===== src/rtl/pps_reader_pkg.sv =====
// Shared types and constants for the CPLD PPS counter SPI reader.
// The PPS_READER_DELTA_EN macro enables the count-delta outputs of pps_spi_reader.
package pps_reader_pkg;

    typedef enum logic [2:0] {
        StIdle,
        StSetup,
        StShift,
        StHold,
        StDone
    } state_e;

    localparam int unsigned PPS_COUNT_W  = 24;
    localparam logic [7:0]  PPS_CMD_READ = 8'hA5;

    // Counter width that can hold the value n without wrapping.
    function automatic int unsigned cnt_width(input int unsigned n);
        return $clog2(n + 1);
    endfunction

endpackage


===== src/rtl/pps_spi_clkgen.sv =====
// SCLK divider: CLK_DIV cycles low then CLK_DIV cycles high while enabled, idle low otherwise.
// sclk_rise_o/sclk_fall_o are single-cycle enables on the cycle whose edge changes sclk_o.
module pps_spi_clkgen #(
    parameter int unsigned CLK_DIV = 4
) (
    input  logic clk_i,
    input  logic rst_i,
    input  logic en_i,
    output logic sclk_rise_o,
    output logic sclk_fall_o,
    output logic sclk_o
);

    localparam int unsigned DIV_W = $clog2(CLK_DIV);

    logic [DIV_W-1:0] div_q, div_d;
    logic             phase_q, phase_d;
    logic             last;

    always_comb begin
        last        = (div_q == DIV_W'(CLK_DIV - 1));
        sclk_rise_o = en_i && !phase_q && last;
        sclk_fall_o = en_i && phase_q && last;
        div_d       = '0;
        phase_d     = 1'b0;
        if (en_i) begin
            div_d   = last ? '0 : div_q + DIV_W'(1);
            phase_d = last ? ~phase_q : phase_q;
        end
    end

    always_ff @(posedge clk_i) begin
        if (rst_i) begin
            div_q   <= '0;
            phase_q <= 1'b0;
        end else begin
            div_q   <= div_d;
            phase_q <= phase_d;
        end
    end

    assign sclk_o = phase_q;

endmodule


===== src/rtl/pps_spi_reader.sv =====
// SPI mode-0 master that sends a command byte and reads back the CPLD PPS counter.
// Define PPS_READER_DELTA_EN to add count_delta/delta_valid (difference to the previous read).
module pps_spi_reader
    import pps_reader_pkg::*;
#(
    parameter int unsigned COUNT_W  = PPS_COUNT_W,
    parameter int unsigned CMD_W    = 8,
    parameter int unsigned CLK_DIV  = 4,
    parameter int unsigned CS_SETUP = 2,
    parameter int unsigned CS_HOLD  = 2
) (
    input  logic               mcu_clk,
    input  logic               mcu_rst,
    input  logic               start,
    input  logic [CMD_W-1:0]   cmd,
    output logic               busy,
    output logic [COUNT_W-1:0] count_data,
    output logic               count_valid,
`ifdef PPS_READER_DELTA_EN
    output logic [COUNT_W-1:0] count_delta,
    output logic               delta_valid,
`endif
    output logic               cpld_seln,
    output logic               cpld_clk,
    output logic               cpld_sdi,
    input  logic               cpld_sdo
);

    localparam int unsigned N       = CMD_W + COUNT_W;
    localparam int unsigned CNT_W   = cnt_width(N);
    localparam int unsigned TMR_MAX = (CS_SETUP > CS_HOLD) ? CS_SETUP : CS_HOLD;
    localparam int unsigned TMR_W   = (TMR_MAX > 1) ? $clog2(TMR_MAX) : 1;

    state_e             state_q, state_d;
    logic [TMR_W-1:0]   tmr_q, tmr_d;
    logic [CNT_W-1:0]   bit_cnt_q, bit_cnt_d;
    logic [CMD_W-1:0]   mosi_sr_q, mosi_sr_d;
    logic               sdi_q, sdi_d;
    logic [COUNT_W-1:0] miso_sr_q, miso_sr_d;
    logic [COUNT_W-1:0] count_q, count_d;

    logic sclk_rise, sclk_fall, sclk;
    logic accept, setup_done, hold_done, last_fall, load_count;

    pps_spi_clkgen #(
        .CLK_DIV (CLK_DIV)
    ) u_clkgen (
        .clk_i       (mcu_clk),
        .rst_i       (mcu_rst),
        .en_i        (state_q == StShift),
        .sclk_rise_o (sclk_rise),
        .sclk_fall_o (sclk_fall),
        .sclk_o      (sclk)
    );

    assign accept     = (state_q == StIdle) && start;
    assign setup_done = (tmr_q == TMR_W'(CS_SETUP - 1));
    assign hold_done  = (tmr_q == TMR_W'(CS_HOLD - 1));
    assign last_fall  = sclk_fall && (bit_cnt_q == CNT_W'(N - 1));
    assign load_count = (state_q == StHold) && hold_done;

    always_ff @(posedge mcu_clk) begin
        if (mcu_rst) begin
            state_q <= StIdle;
        end else begin
            state_q <= state_d;
        end
    end

    always_comb begin
        state_d = state_q;
        unique case (state_q)
            StIdle:  if (start)      state_d = StSetup;
            StSetup: if (setup_done) state_d = StShift;
            StShift: if (last_fall)  state_d = StHold;
            StHold:  if (hold_done)  state_d = StDone;
            StDone:                  state_d = StIdle;
            default:                 state_d = StIdle;
        endcase
    end

    always_comb begin
        busy        = 1'b1;
        count_valid = 1'b0;
        cpld_seln   = 1'b0;
        case (state_q)
            StIdle: begin
                busy      = 1'b0;
                cpld_seln = 1'b1;
            end
            StDone: begin
                count_valid = 1'b1;
                cpld_seln   = 1'b1;
            end
            default: ;
        endcase
    end

    always_comb begin
        tmr_d     = '0;
        bit_cnt_d = bit_cnt_q;
        sdi_d     = sdi_q;
        mosi_sr_d = mosi_sr_q;
        miso_sr_d = miso_sr_q;
        count_d   = count_q;
        if ((state_q == StSetup && !setup_done) || (state_q == StHold && !hold_done)) begin
            tmr_d = tmr_q + TMR_W'(1);
        end
        if (state_q == StIdle) begin
            bit_cnt_d = '0;
        end else if (sclk_fall) begin
            bit_cnt_d = bit_cnt_q + CNT_W'(1);
        end
        // MOSI only moves at the start of a low phase; zeros follow the command.
        if (accept) begin
            sdi_d     = cmd[CMD_W-1];
            mosi_sr_d = cmd << 1;
        end else if (sclk_fall) begin
            sdi_d     = mosi_sr_q[CMD_W-1];
            mosi_sr_d = mosi_sr_q << 1;
        end
        if (sclk_rise && (bit_cnt_q >= CNT_W'(CMD_W))) begin
            miso_sr_d = {miso_sr_q[COUNT_W-2:0], cpld_sdo};
        end
        if (load_count) begin
            count_d = miso_sr_q;
        end
    end

    always_ff @(posedge mcu_clk) begin
        if (mcu_rst) begin
            tmr_q     <= '0;
            bit_cnt_q <= '0;
            sdi_q     <= 1'b0;
            mosi_sr_q <= '0;
            miso_sr_q <= '0;
            count_q   <= '0;
        end else begin
            tmr_q     <= tmr_d;
            bit_cnt_q <= bit_cnt_d;
            sdi_q     <= sdi_d;
            mosi_sr_q <= mosi_sr_d;
            miso_sr_q <= miso_sr_d;
            count_q   <= count_d;
        end
    end

    assign count_data = count_q;
    assign cpld_clk   = sclk;
    assign cpld_sdi   = sdi_q;

`ifdef PPS_READER_DELTA_EN
    logic [COUNT_W-1:0] prev_q, prev_d;
    logic [COUNT_W-1:0] delta_q, delta_d;
    logic               have_prev_q, have_prev_d;
    logic               delta_ok_q, delta_ok_d;

    // The first read after reset only seeds prev; subtraction wraps modulo 2^COUNT_W.
    always_comb begin
        prev_d      = prev_q;
        delta_d     = delta_q;
        have_prev_d = have_prev_q;
        delta_ok_d  = delta_ok_q;
        if (load_count) begin
            prev_d      = miso_sr_q;
            have_prev_d = 1'b1;
            delta_ok_d  = have_prev_q;
            if (have_prev_q) begin
                delta_d = miso_sr_q - prev_q;
            end
        end
    end

    always_ff @(posedge mcu_clk) begin
        if (mcu_rst) begin
            prev_q      <= '0;
            delta_q     <= '0;
            have_prev_q <= 1'b0;
            delta_ok_q  <= 1'b0;
        end else begin
            prev_q      <= prev_d;
            delta_q     <= delta_d;
            have_prev_q <= have_prev_d;
            delta_ok_q  <= delta_ok_d;
        end
    end

    assign count_delta = delta_q;
    assign delta_valid = count_valid && delta_ok_q;
`endif

endmodule


===== config.mk =====
export PLATFORM = sky130hd
export DESIGN_NAME = pps_spi_reader
export DESIGN_NICKNAME = d
export VERILOG_FILES = /design/src/rtl/pps_reader_pkg.sv /design/src/rtl/pps_spi_clkgen.sv /design/src/rtl/pps_spi_reader.sv
export SDC_FILE = /design/constraint.sdc
export NUM_CORES = 1
export LEC_CHECK = 0
export ABC_AREA = 1
export CORE_ASPECT_RATIO = 0.75
export CORE_MARGIN = 10
export CORE_UTILIZATION = 53
export DETAILED_ROUTE_END_ITERATION = 12
export PLACE_DENSITY_LB_ADDON = 0.05
export SYNTH_ARGS = -nofsm -noshare
export SYNTH_HDL_FRONTEND = slang
export SYNTH_SLANG_ARGS = --single-unit
export TNS_END_PERCENT = 1

===== constraint.sdc =====
create_clock -name mcu_clk -period 1.58 [get_ports mcu_clk]
set_input_delay 0.316 -clock mcu_clk [delete_from_list [all_inputs] [get_ports mcu_clk]]
set_output_delay 0.316 -clock mcu_clk [all_outputs]
set_load 0.01 [all_outputs]

After elaboration in Yosys (flattened, before gate mapping)
Cells that the tools add are included.
{"block": "totals", "ff_bits": 69, "output_inout_bits": 29, "input_bits": 12}
{"block": "op_classes", "n_reduce_logical": 21, "n_eq_ne": 10, "n_bitwise": 3, "add_sub_neg": 3, "n_lt_le_gt_ge": 1, "muxes": 12}
{"op": "two-way mux 8 bit", "n": 2}
{"op": "two-way mux 3 bit", "n": 4}
{"op": "case mux 3 bit (4 select lines)", "n": 1}
{"op": "logical AND 1 bit", "n": 10}
{"op": "!= test 2 bit (second input constant)", "n": 4}
{"op": "OR reduction 2 bit", "n": 4}
{"op": "adder 6 x 1 -> 6 bit (second input constant)", "n": 1}
{"op": "equality test 3 x 2 -> 1 bit (second input constant)", "n": 2}
{"op": "equality test 6 x 5 -> 1 bit (second input constant)", "n": 1}
{"op": ">= comparator 6 x 4 -> 1 bit (second input constant)", "n": 1}
{"op": "two-way mux 1 bit", "n": 5}
{"op": "AND reduction 4 bit", "n": 1}
{"op": "equality test 3 x 1 -> 1 bit (second input constant)", "n": 1}
{"op": "equality test 3 bit (second input constant)", "n": 1}
{"op": "logical NOT 3 bit", "n": 1}
{"op": "inverter 1 bit", "n": 3}
{"op": "OR reduction 3 bit", "n": 1}
{"op": "adder 2 x 1 -> 2 bit (second input constant)", "n": 1}
{"op": "equality test 2 bit (second input constant)", "n": 1}
{"op": "logical NOT 1 bit", "n": 2}
{"op": "nonzero test 2 bit", "n": 1}
{"op": "adder 1 bit (second input constant)", "n": 1}
{"op": "logical OR 1 bit", "n": 1}

Logic depth before layout (Yosys ltp)
{"block": "depth", "ltp_word": 6, "depth_mapped": 8, "ltp_nobuf": 8}

Hierarchy
A second synthesis with hierarchy kept.
{"block": "hier_totals", "hier_cells": 337, "area_unflattened_um2": 2650.0}
{"module": "pps_spi_reader", "instances": 1, "cells_per_inst": 316, "area_per_inst_um2": 2493.6}
{"module": "pps_spi_clkgen", "instances": 1, "cells_per_inst": 21, "area_per_inst_um2": 156.4}

Worst setup path after synthesis
Ideal clock, no wire load.
{"block": "synth_path", "kind": "register -> register", "start": "register u_clkgen.div_q[0]", "end": "register mosi_sr_q[3]", "t_arrival_ns": 1.145, "path_slack_ns": 0.319, "setup_ns": 0.116, "n_path_buf": 0, "stages_incl_launch_ff": 8, "cell_sequence": "dfxtp_1 ha_1 nand2_1 inv_1 nand2_4 nand2_1 o21ai_0 nor2_1"}
{"block": "synth_via", "elab_chain_cells": 3}
{"item": "start: declaration", "line": "pps_spi_clkgen.sv:16", "text": "logic [DIV_W-1:0] div_q, div_d;"}
{"item": "start signal: assignment", "line": "pps_spi_clkgen.sv:37", "text": "div_q <= div_d;"}
{"item": "equality test 2 bit", "line": "pps_spi_clkgen.sv:21", "text": "last = (div_q == DIV_W'(CLK_DIV - 1));"}
{"item": "logical AND 1 bit", "line": "pps_spi_clkgen.sv:23", "text": "sclk_fall_o = en_i && phase_q && last;"}
{"item": "nonzero test 2 bit (no line)"}
{"item": "end signal: assignment", "line": "pps_spi_reader.sv:142", "text": "mosi_sr_q <= mosi_sr_d;"}
{"item": "end: declaration", "line": "pps_spi_reader.sv:37", "text": "logic [CMD_W-1:0] mosi_sr_q, mosi_sr_d;"}
Every way passes these cells.
A chain may end at the register's enable or synchronous reset.

Worst setup path after layout
{"block": "layout_path", "start": "register count_q[15], in the netlist count_data[15]", "end": "output port count_data[15]"}
{"item": "start: declaration", "line": "pps_spi_reader.sv:40", "text": "logic [COUNT_W-1:0] count_q, count_d;"}
{"item": "start signal: assignment", "line": "pps_spi_reader.sv:144", "text": "count_q <= count_d;"}
{"item": "end: declaration", "line": "pps_spi_reader.sv:17", "text": "output logic [COUNT_W-1:0] count_data,"}
No word-level cell between the ends.

==> results.yml <==
synthesis:
  synth_area_per_cell_um2: 7.511
  netlist_top_cells_count: "nor2_1, dfxtp_1, o21ai_0"
  yosysTopAreaCellShare_pct: 50.39
  yosysMostFrequentCell: "nor2_1"
  async_reset_ff_share_pct: 0
  synthCells: 365
  syn-num-nets: 380
  synth-main-ff-cell: "dfxtp_1"
  synth_edf_count: 0
  yosysWarnings: 0
  yosysTopAreaCell: "dfxtp_1"
  ys_types: 24
  ys_seq_area_share_pct: 50.39
  synth.cell_area_um2: 2741
  postSynthRegisterBits: 69
  netlist_top_cells_area: "dfxtp_1, nor2_1, o21ai_0, inv_1, a21oi_1"
clock_network:
  h-tree-depth: 3
  clock_path_buffers: 2
  clock_sinks: 69
  numCtsBuffers: 9
  clock_latency_ps: 340
  clk_pin_slew_worst_paths_ps: 70
  cts_hold_buf: 0
  cts_tree: "built"
  cts-root-buf: "clkbuf_8"
worst_setup_path:
  path_cells: "clkdlybuf4s50_1"
  max_stage_delay_ps: 540
  arrival_ps: 1210
  cp-start-kind: "register"
  r2r_slack_ps: 120
  cp_data_required_time_ps: 1260
  critPathCaptureType: "primary output"
  crit_type: "register to primary output"
  worst-path-buf-inv: 1
  cpMaxStageDelayCell: "clkdlybuf4s50_1"
  cpLargestDelayFamily: "buffers and inverters"
  r2r_end: "miso_sr_q[22]"
  path_depth: 1
  worst-r2r-cell-count: 7
  crit_fanout: 2
  reg2reg_from: "u_clkgen.div_q[0]"
die:
  die_w_um: 103.0
  ios: 41
  start_util_pct: 55.33
  rows: 22
  core_area_um2: 4955
  die_h_um: 82.29
  die_area_um2: 8479
finish:
  final_util_pct: 71.24
  nets: 428
  drive_gt1_share_pct: 10.77
  multiInputGateArea_um2: 1089
  regArea_um2: 1386
  finalInstanceArea_um2: 3530
  antenna_cells: 0
  final_cells: 478
  fillers: 416
  area_growth_pct: 28.75
drt:
  wl_mm: 5.628
  ant_nets: 0
  via_per_inst: 4.887
  wl_per_cell_um: 11.77
  drtIter0Drc: 111
  dr.pass1.iters: 4
  vias: 2336
  drc_errors: 0
grt:
  met3_usage_pct: 6.141
  grt_pass1_wl_mm: 9.625
  top_usage_layer: "met2"
  grt-ovfl-total: 0
  grt_use_met1_pct: 17.20
  grt_start_max_net_pins: 50
  track_usage_pct: 14.14
  grt_antenna_before_repair: 0
  grt_pass1_vias: 2196
  grt.met2_usage_pct: 22.05
sta:
  finalSetupViolCount: 0
  relSlewSlack_pct: 82.00
  finClkSkew_ps: 5.284
  worstMarginPinSlew_ps: 267.2
  slew_viol_final: 0
  hold_viol: 0
  fmax_mhz: 654.1
  min_period_over_period_pct: 96.76
  holdWs_ps: 423.8
  period_needed_ps: 1529
  finalSetupTns_ps: 0
placed_design:
  numPortBuffers: 40
  dp_cells: 462
  hpwl_mm: 3.958
  placed_area_um2: 3249
  place.gp.congestion: 0.8699
pwr:
  p_leak_nw: 1.666
  p_per_area_nw_per_um2: 1272
  vdd.ir_drop.worst_v: 0.0007301
hold_path:
  min_from: "u_clkgen.div_q[0]"
  hold_class: "register to register"
  min_to: "u_clkgen.div_q[0]"
  hold_path_depth: 1
status:
  outcome: "complete, no violations"
job:
  drv_cap: 0
-- power by group --
group / internal (mW) / switching (mW) / leakage [nW]
combinational: 0.359 / 0.496 / 0.991
clock: 1.05 / 0.651 / 0.116
sequential: 1.87 / 0.0681 / 0.559
total: 3.27 / 1.22 / 1.67
-- flip-flops by register name, indices dropped and copies added, names as in the netlist --
register	flops
count_data	24
miso_sr_q	24
mosi_sr_q	7
bit_cnt_q	6
state_q	3
u_clkgen.div_q	2
cpld_sdi	1
hold_done	1
u_clkgen.sclk_o	1
-- cells by family after synthesis --
| logic type | count (synthesis) | synth area share (%) |
|---|---|---|
| compound gates | 90 | 16.61 |
| fa+ha+maj | 3 | 1.369 |
| buf+inv | 68 | 10.27 |
| flops | 69 | 50.39 |
| simple gates | 135 | 21.36 |
-- worst max path at each step --
stage,start,to
2_1_floorplan,u_clkgen.div_q[0],mosi_sr_q[3]
3_3_place_gp,state_q[2],count_valid
3_5_place_dp,state_q[2],count_valid
4_1_cts,count_data[19],count_data[19]
5_1_grt,u_clkgen.div_q[0],miso_sr_q[22]
6_report,count_data[15],count_data[15]
-- metrics by stage --
stage	worst slack (ps)	total power, mW
3_5_place_dp	40.94	2.836
5_1_grt	-0.4495	4.734
6_report	51.23	4.489
4_1_cts	0.4001	4.530
2_1_floorplan	318.9	2.500
3_3_place_gp	76.50	2.817
-- per-layer routing --
metal  share of wire, %  up-vias  wire length (um)
met1                 50     1050              2797
met5                  0        -                 0
li1                   -     1243                 -
met4                1.0        0                58
met2                 43       36              2439
met3                5.9        7               332
-- what timing repair did --
item,4_1_cts,5_1_grt
buffers inserted,0,0
resized for setup,7,24
endpoints found under the setup margin,4,41
-- cell type report --
class                      instances  area share, %
sequential                        69          39.28
timing repair buffer              52          15.35
tap                               60          2.127
multi-input combinational        228          30.84
clock buffer                      10          3.616
inverter                          53          5.636
clock inverter                     6          3.155
-- cells in the final DEF, fill, tap and decap left out, drive strengths merged --
cell type and n:
o21ai 55, o21bai 2, clkbuf 11, ha 3, clkinvlp 1, nor2 81, inv 53, buf 12
nand3 10, a21oi 33, dlymetal6s2s 14, nand4 1, clkdlybuf4s50 22, dfxtp 69, dlygate4sd2 3, bufinv 3
nor4 1, clkinv 2, nand3b 3, nand2 39
No activity file was read; power rests on OpenSTA's default activity.
